## config.mk

```make
export PLATFORM = sky130hd
export DESIGN_NAME = timer_arbiter
export DESIGN_NICKNAME = d
export VERILOG_FILES = /design/src/rtl/timer_arb_pkg.sv /design/src/rtl/timer_arbiter_rr_arbiter.sv /design/src/rtl/timer_arbiter.sv
export SDC_FILE = /design/constraint.sdc
export NUM_CORES = 1
export LEC_CHECK = 0
export CAP_MARGIN = 20
export CORE_MARGIN = 2
export CORE_UTILIZATION = 41
export DETAILED_ROUTE_END_ITERATION = 6
export PLACE_DENSITY = 0.84
export SETUP_SLACK_MARGIN = 0.2
export SYNTH_ARGS = -nofsm -noshare
export SYNTH_HDL_FRONTEND = slang
export SYNTH_SLANG_ARGS = --single-unit
```

## constraint.sdc

```tcl
create_clock -name clk -period 4.4 [get_ports clk]
set_input_delay 0.88 -clock clk [delete_from_list [all_inputs] [get_ports clk]]
set_output_delay 0.88 -clock clk [all_outputs]
set_load 0.01 [all_outputs]
```

## src/rtl/timer_arb_pkg.sv

```systemverilog
// Shared types and helpers for the timer arbiter.
//   - state_e    : arbiter FSM states
//   - outcome_e  : how the current delay ends once the timer is disabled
//   - wb_bus_t   : Wishbone master-to-slave bundle (cyc/stb/we/sel/adr/dat)
//   - wb_rsp_t   : Wishbone slave-to-master bundle (ack/err/dat)
//   - cfg_word() : builds the CFG value that enables the timer with a prescaler
package timer_arb_pkg;

  localparam logic [31:0] TIMER_ADR_DEF  = 32'h0;
  localparam logic [31:0] CFG_ADR_DEF    = 32'h4;
  localparam logic [31:0] CMP_ADR_DEF    = 32'h8;
  localparam int          ENABLE_BIT_DEF = 0;
  localparam int          PRSC_LSB_DEF   = 1;
  localparam int          PRSC_W         = 5;

  typedef enum logic [2:0] {
    ST_IDLE,
    ST_WR_DIS,
    ST_WR_TMR,
    ST_WR_CMP,
    ST_WR_EN,
    ST_WAIT_IRQ,
    ST_WR_OFF
  } state_e;

  typedef enum logic [1:0] {
    OUT_DONE,
    OUT_OVF,
    OUT_CANCEL
  } outcome_e;

  typedef struct packed {
    logic        cyc;
    logic        stb;
    logic        we;
    logic [3:0]  sel;
    logic [31:0] adr;
    logic [31:0] dat;
  } wb_bus_t;

  typedef struct packed {
    logic        ack;
    logic        err;
    logic [31:0] dat;
  } wb_rsp_t;

  function automatic logic [31:0] cfg_word(input logic [PRSC_W-1:0] prsc,
                                           input int unsigned en_bit,
                                           input int unsigned prsc_lsb);
    cfg_word = (32'd1 << en_bit) | ({{(32-PRSC_W){1'b0}}, prsc} << prsc_lsb);
  endfunction

endpackage

```

## src/rtl/timer_arbiter_rr_arbiter.sv

```systemverilog
// Round-robin arbiter: picks the first requester at or after the pointer.
//   clk, rstn_i : clock, synchronous active-low reset
//   req_i       : request vector
//   adv_i       : a grant is being taken this cycle; pointer moves past it
//   gnt_o       : one-hot grant (zero when nothing requests)
//   gnt_idx_o   : index of the granted requester
module rr_arbiter #(
  parameter int N_REQ = 4,
  parameter int IW    = 2
) (
  input  logic             clk,
  input  logic             rstn_i,
  input  logic [N_REQ-1:0] req_i,
  input  logic             adv_i,
  output logic [N_REQ-1:0] gnt_o,
  output logic [IW-1:0]    gnt_idx_o
);

  logic [IW-1:0] ptr_q, ptr_d;
  logic [IW:0]   cand;
  logic          found;

  always_comb begin
    gnt_o     = '0;
    gnt_idx_o = '0;
    found     = 1'b0;
    cand      = '0;
    for (int i = 0; i < N_REQ; i++) begin
      // candidate = (ptr + i) mod N_REQ, without a divider
      cand = {1'b0, ptr_q} + (IW+1)'(i);
      if (cand >= (IW+1)'(N_REQ)) cand = cand - (IW+1)'(N_REQ);
      if (!found && req_i[cand[IW-1:0]]) begin
        found     = 1'b1;
        gnt_idx_o = cand[IW-1:0];
      end
    end
    if (found) gnt_o[gnt_idx_o] = 1'b1;
    ptr_d = ptr_q;
    if (adv_i && found)
      ptr_d = (gnt_idx_o == IW'(N_REQ-1)) ? '0 : gnt_idx_o + IW'(1);
  end

  always_ff @(posedge clk) begin
    if (!rstn_i) ptr_q <= '0;
    else         ptr_q <= ptr_d;
  end

endmodule

```

## src/rtl/timer_arbiter.sv

```systemverilog
// Shares one Wishbone timer among N_REQ one-shot delay requesters.
// Owner is granted round-robin; the arbiter then programs the timer
// (disable, clear, compare, enable), waits for the compare irq and
// disables the timer again before reporting back.
//   clk, rstn_i       : clock, synchronous active-low reset
//   req_i/delay_i/prsc_i : request level, compare value, prescaler per requester
//   cancel_i          : abort, only the current owner's bit matters
//   busy_o/done_o/err_o  : owner indicator, completion pulse, error pulse
//   irq_i             : [0] compare, [1] overflow
//   wb_bus_o/wb_bus_i : Wishbone master port (writes only)
//
// state       | meaning
// ------------+-----------------------------------------------
// ST_IDLE     | no owner; grants on any request
// ST_WR_DIS   | write CFG = 0
// ST_WR_TMR   | write TIMER = 0
// ST_WR_CMP   | write CMP = latched delay
// ST_WR_EN    | write CFG = enable | prescaler
// ST_WAIT_IRQ | timer running, wait for compare/overflow/cancel
// ST_WR_OFF   | write CFG = 0, then report outcome
module timer_arbiter
  import timer_arb_pkg::*;
#(
  parameter int          N_REQ       = 4,
  parameter logic [31:0] TIMER_ADR   = TIMER_ADR_DEF,
  parameter logic [31:0] CFG_ADR     = CFG_ADR_DEF,
  parameter logic [31:0] CMP_ADR     = CMP_ADR_DEF,
  parameter int          ENABLE_BIT  = ENABLE_BIT_DEF,
  parameter int          PRSC_LSB    = PRSC_LSB_DEF,
  parameter int          ACK_TIMEOUT = 16
) (
  input  logic                    clk,
  input  logic                    rstn_i,
  input  logic [N_REQ-1:0]        req_i,
  input  logic [N_REQ*32-1:0]     delay_i,
  input  logic [N_REQ*PRSC_W-1:0] prsc_i,
  input  logic [N_REQ-1:0]        cancel_i,
  output logic [N_REQ-1:0]        busy_o,
  output logic [N_REQ-1:0]        done_o,
  output logic [N_REQ-1:0]        err_o,
  input  logic [1:0]              irq_i,
  output wb_bus_t                 wb_bus_o,
  input  wb_rsp_t                 wb_bus_i
);

  localparam int             IW       = (N_REQ > 1) ? $clog2(N_REQ) : 1;
  localparam int             TW       = $clog2(ACK_TIMEOUT + 1);
  localparam logic [TW-1:0]  TMO_LOAD = TW'(ACK_TIMEOUT - 1);

  state_e              state_q, state_d;
  outcome_e            outcome_q, outcome_d;
  logic [IW-1:0]       owner_q, owner_d;
  logic [31:0]         delay_q, delay_d;
  logic [PRSC_W-1:0]   prsc_q, prsc_d;
  logic [N_REQ-1:0]    busy_q, busy_d, done_q, done_d, err_q, err_d;
  logic                cancel_q, cancel_d;
  logic [TW-1:0]       tmo_q, tmo_d;

  logic [N_REQ-1:0]    gnt_oh;
  logic [IW-1:0]       gnt_idx;
  logic                grant;
  logic                in_wr, term, berr, tmo_hit, own_cancel;
  logic                unused_dat;

  rr_arbiter #(.N_REQ(N_REQ), .IW(IW)) u_rr (
    .clk       (clk),
    .rstn_i    (rstn_i),
    .req_i     (req_i),
    .adv_i     (grant),
    .gnt_o     (gnt_oh),
    .gnt_idx_o (gnt_idx)
  );

  assign in_wr      = state_q inside {ST_WR_DIS, ST_WR_TMR, ST_WR_CMP, ST_WR_EN, ST_WR_OFF};
  assign term       = in_wr & (wb_bus_i.ack | wb_bus_i.err);
  assign berr       = in_wr & wb_bus_i.err;
  assign tmo_hit    = in_wr & ~term & (tmo_q == '0);
  assign own_cancel = cancel_i[owner_q];
  assign unused_dat = ^wb_bus_i.dat;

  always_comb begin
    state_d   = state_q;
    outcome_d = outcome_q;
    owner_d   = owner_q;
    delay_d   = delay_q;
    prsc_d    = prsc_q;
    busy_d    = busy_q;
    done_d    = '0;
    err_d     = '0;
    cancel_d  = cancel_q;
    grant     = 1'b0;
    // reload on every access boundary, count down while a write stalls
    tmo_d     = (in_wr && !term && !tmo_hit) ? tmo_q - TW'(1) : TMO_LOAD;

    case (state_q)
      ST_IDLE: begin
        if (|req_i) begin
          grant     = 1'b1;
          owner_d   = gnt_idx;
          delay_d   = delay_i[32*int'(gnt_idx) +: 32];
          prsc_d    = prsc_i[PRSC_W*int'(gnt_idx) +: PRSC_W];
          busy_d    = gnt_oh;
          cancel_d  = 1'b0;
          outcome_d = OUT_DONE;
          state_d   = ST_WR_DIS;
        end
      end
      ST_WR_DIS, ST_WR_TMR, ST_WR_CMP, ST_WR_EN: begin
        if (berr || tmo_hit) begin
          state_d = ST_IDLE;
          busy_d  = '0;
          err_d   = busy_q;
        end else if (term) begin
          // a cancel seen during the access is honoured once it completes
          if (cancel_q || own_cancel) begin
            state_d   = ST_WR_OFF;
            outcome_d = OUT_CANCEL;
          end else begin
            case (state_q)
              ST_WR_DIS: state_d = ST_WR_TMR;
              ST_WR_TMR: state_d = ST_WR_CMP;
              ST_WR_CMP: state_d = ST_WR_EN;
              default:   state_d = ST_WAIT_IRQ;
            endcase
          end
        end else if (own_cancel) begin
          cancel_d = 1'b1;
        end
      end
      ST_WAIT_IRQ: begin
        if (own_cancel) begin
          state_d   = ST_WR_OFF;
          outcome_d = OUT_CANCEL;
        end else if (irq_i[1]) begin
          state_d   = ST_WR_OFF;
          outcome_d = OUT_OVF;
        end else if (irq_i[0]) begin
          state_d   = ST_WR_OFF;
        end
      end
      ST_WR_OFF: begin
        if (berr || tmo_hit) begin
          state_d = ST_IDLE;
          busy_d  = '0;
          err_d   = busy_q;
        end else if (term) begin
          state_d = ST_IDLE;
          busy_d  = '0;
          if (outcome_q == OUT_DONE) done_d = busy_q;
          if (outcome_q == OUT_OVF)  err_d  = busy_q;
        end
      end
      default: state_d = ST_IDLE;
    endcase
  end

  always_ff @(posedge clk) begin
    if (!rstn_i) begin
      state_q   <= ST_IDLE;
      outcome_q <= OUT_DONE;
      owner_q   <= '0;
      delay_q   <= '0;
      prsc_q    <= '0;
      busy_q    <= '0;
      done_q    <= '0;
      err_q     <= '0;
      cancel_q  <= 1'b0;
      tmo_q     <= TMO_LOAD;
    end else begin
      state_q   <= state_d;
      outcome_q <= outcome_d;
      owner_q   <= owner_d;
      delay_q   <= delay_d;
      prsc_q    <= prsc_d;
      busy_q    <= busy_d;
      done_q    <= done_d;
      err_q     <= err_d;
      cancel_q  <= cancel_d;
      tmo_q     <= tmo_d;
    end
  end

  // Bus outputs depend on registered state only
  always_comb begin
    wb_bus_o = '0;
    if (in_wr) begin
      wb_bus_o.cyc = 1'b1;
      wb_bus_o.stb = 1'b1;
      wb_bus_o.we  = 1'b1;
      wb_bus_o.sel = 4'hF;
    end
    case (state_q)
      ST_WR_DIS: wb_bus_o.adr = CFG_ADR;
      ST_WR_TMR: wb_bus_o.adr = TIMER_ADR;
      ST_WR_CMP: begin
        wb_bus_o.adr = CMP_ADR;
        wb_bus_o.dat = delay_q;
      end
      ST_WR_EN: begin
        wb_bus_o.adr = CFG_ADR;
        wb_bus_o.dat = cfg_word(prsc_q, ENABLE_BIT, PRSC_LSB);
      end
      ST_WR_OFF: wb_bus_o.adr = CFG_ADR;
      default: ;
    endcase
  end

  assign busy_o = busy_q;
  assign done_o = done_q;
  assign err_o  = err_q;

endmodule

```

==> PnR_summary.wiki <==
{| class="wikitable"
! Metric !! Value
|-
| Starting density of the core || 0.420
|-
| Least-Margin Pin Slew || 1.07 ns
|-
| Final Hold Viols || 0
|-
| Slew headroom || 0.287
|-
| Die width || 109 µm
|-
| Area of the die || roughly 12,000 µm²
|-
| Power per standard cell area || about 450 nW/µm²
|-
| Number of optimization iterations in the first detailed-route pass || 5
|-
| Gate power share || 0.531
|-
| Standard-cell rows || 38
|-
| Via density per instance || 5.42
|-
| Internal power contribution || between 0.0015 and 0.002 W
|-
| Commonest cells after routing, fill and taps aside || sky130_fd_sc_hd__clkdlybuf4s50_1 (214), sky130_fd_sc_hd__dfxtp_1 (64), sky130_fd_sc_hd__nand2_1 (48)
|-
| Top FF cell, synth || sky130_fd_sc_hd__dfxtp_1
|-
| Relative contribution of sequential cells to total power || 0.299
|-
| Proportion of power drawn by the clock network || 0.169
|-
| Total number of nets in the final design || 922
|-
| Routed vias || 4,700
|-
| Fill cell instance count of the final layout || 895
|-
| Hold WC Path Type || flop to flop
|-
| Multi-input logic area || 2890 µm²
|-
| Half-perimeter wire length after detailed placement || 11.2 mm
|-
| Final TNS setup || 0 ns
|-
| Cell family contributing the most delay on the critical path || buffers and inverters
|-
| Die H || 109 µm
|-
| CP required || 3.52 ns
|-
| Diodes inserted || 0
|-
| Clock tree sinks || 64
|-
| Seq/Total Area, Yosys || 0.281
|-
| Max-slew violation total from the final report || 0
|-
| Post-layout minimum cycle time || around 3.5 ns
|-
| Master cell of the clock root buffer || sky130_fd_sc_hd__clkbuf_8
|-
| Clock H-tree levels || 3
|-
| NetSw || roughly 0.0012 W
|-
| Cts bufs inserted || 9
|-
| Setup Viol. Count Final || 0
|-
| Source-to-sink clock delay at the later pin of the worst-skew pair || 0.34 ns
|-
| Delay of the slowest critical-path stage || ~0.6 ns
|-
| Post-placement cell count || roughly 850
|-
| TritonCTS clock tree || built
|-
| Worst clock skew || between 0.01 and 0.015 ns
|-
| Combined global-route utilization of all metal layers || 0.251
|-
| Leading cell type in the layout, fill and taps excluded || sky130_fd_sc_hd__clkdlybuf4s50_1
|-
| Sw frac || 0.404
|-
| Critical-path cell list || clkinv_1 -> nor2_2 -> buf_4 -> and2_1 -> clkdlybuf4s50_1
|-
| Post-synth cell types || a little over 60
|-
| Final routed DRC violation total || 0
|-
| Crit share post-route || 0.794
|-
| Total core area || 10,800 µm²
|-
| Critical path arrival || 2.61 ns
|-
| Post-synthesis average cell area || around 8.5 µm²
|-
| Remaining global-route overflow || 0
|-
| Category of the most critical setup path || flop to output pin
|-
| Cts repair resizes || 0
|-
| Non-filler instance count after layout || 867
|-
| Area of the mapped netlist || 4550 µm²
|-
| Final Routed Wirelength || around 15 mm
|-
| Biggest fanout along the worst timing path || 34
|-
| Run status || finished, final reports clean
|-
| Cts hold-fix bufs || 0
|-
| Worst setup SP type || flop
|-
| Count of synthesis-stage warnings from yosys || 0
|-
| Post-Syn Instances || between 500 and 600
|-
| Number of violations reported at the end of detailed-routing iteration 0 || 250
|-
| Pin count of the biggest net entering global routing || 38
|-
| Num ports || 277
|-
| Routed len/inst || 17.3 µm
|-
| Setup Fix Bufs, Post-CTS || 0
|-
| Bufs and invs on worst path || 3
|-
| FF+latch area || approximately 1300 µm²
|-
| RSZ-0062 raised after global routing || false
|-
| Number of buffers between clock root and the deepest sink || 2
|-
| Layout cells sized above 1 || 0.103
|-
| Slowest stage cell on the critical path || sky130_fd_sc_hd__clkdlybuf4s50_1
|-
| Clock transition time at the flip-flop clock pins of the worst setup and hold paths || 0.07 ns
|-
| Maximum Capacitance Violations || 0
|-
| Leak pwr || 2.68 nW
|-
| Post-synth EDFFs || 0
|-
| Routed Antenna Nets || 0
|-
| Crit path capture type || output pin
|-
| Highest clock rate || 286 MHz
|-
| Post-synthesis sequential element count || 64
|-
| Share of synthesized registers carrying an async set or reset || 0
|-
| Largest voltage drop on the vdd net || between 200 and 300 µV
|-
| Number of input and output port buffers inserted || 214
|-
| Initial antenna violation count || 0
|-
| Syn-to-layout area delta || 49.3%
|-
| Number of global-route vias before repair || 4,624
|-
| Wire length of the first global-routing pass || about 23 mm
|-
| RD Place Congestion || 0.876
|}
synthesized netlist by cell type (all sizes together) (2+ instances only):
master / count / share of area
nand2: 48 / 0.040
a22o: 6 / 0.012
nor4b: 2 / 0.0052
buf: 52 / 0.084
a211oi: 3 / 0.0060
or2: 2 / 0.0027
and2: 33 / 0.046
a221oi: 2 / 0.0052
o211a: 2 / 0.0044
nand3: 42 / 0.050
a32o: 4 / 0.0088
nor2b: 2 / 0.0027
a21o: 40 / 0.066
and3: 4 / 0.0055
o21ai: 46 / 0.051
o22ai: 2 / 0.0027
inv: 8 / 0.0066
o21bai: 2 / 0.0033
clkinv: 3 / 0.0025
nor2: 15 / 0.015
a21oi: 9 / 0.0099
nand2b: 8 / 0.011
ha: 6 / 0.016
mux2i: 41 / 0.090
dfxtp: 64 / 0.28
xnor2: 3 / 0.0058
o211ai: 40 / 0.099
clkbuf: 22 / 0.018
nor3: 5 / 0.0066
cell type report:
type	instances	area share
Timing Repair Buffer	222	0.326
Clock inverter	3	0.00589
Sequential cell	64	0.188
Multi-Input combinational cell	414	0.425
Tap cell	140	0.0258
Clock buffer	13	0.0234
Inverter	11	0.00607
final timing paths:
kind / depth (start not counted) / end / start / slack (ns)
max reg2reg: 4 / delay_q[3] / state_q[2] / 2.06
min reg2reg: 1 / tmo_q[0] / tmo_q[0] / 0.44
max: 5 / wb_bus_o[18] / state_q[1] / 0.91
min: 1 / tmo_q[0] / tmo_q[0] / 0.44
power by group through the flow:
stage	combinational [W]	clock, W	sequential (W)
floorplan	0.00120	0	0.000876
global placement	0.00158	0	0.000922
detailed placement	0.00163	0	0.000932
CTS	0.00164	0.000531	0.000920
global route	0.00179	0.000558	0.000953
finish	0.00164	0.000521	0.000922
metal layers:
layer	global-route usage	vias to the layer above	share of wire
li1	-	2235	-
met1	0.295	2205	0.37
met2	0.448	231	0.53
met3	0.0522	29	0.072
met4	0.0922	0	0.026
met5	0	-	0
metrics by stage:
stage                     cell area [µm²]  total power (W)  worst slack, ns   util  hold slack, ns
final                                6800          0.00308            0.906  0.627           0.437
after global routing                 6800          0.00330            0.734  0.627           0.441
after CTS                            6800          0.00309            0.906  0.627           0.442
after detailed placement             6600          0.00256             1.01  0.609           0.425
after global placement               6600          0.00251             1.13  0.609           0.381
after floorplan                      4660          0.00207             2.09      -           0.371
worst reg2reg max path: stages (launching register included):
cell                       delay, ns
sky130_fd_sc_hd__dfxtp_1        0.45
sky130_fd_sc_hd__or3_4          0.49
sky130_fd_sc_hd__nor2_4         0.36
sky130_fd_sc_hd__nand3_4        0.55
sky130_fd_sc_hd__o211ai_1       0.40
cell families (layout without fill, tap and decap cells):
kind of cell    after synthesis  count (layout)  share of synthesized area
simple gates                167             167                      0.197
compound gates              165             165                      0.289
buf+inv                      85             249                      0.111
flops                        64              64                      0.281
mux                          43              43                     0.0976
fa+ha+maj                     6               6                     0.0165
xor+xnor                      3               3                    0.00577
other cells                   1              30                   0.000824
flip-flops by register name, summed over array words and instances, names as in the netlist:
name        cells
delay_q        32
err_o           4
tmo_q           5
u_rr.ptr_q      2
state_q         3
prsc_q          5
owner_q         2
outcome_q       2
busy_o          4
done_o          4
cancel_q        1
Power figures use the tool's default switching activity.
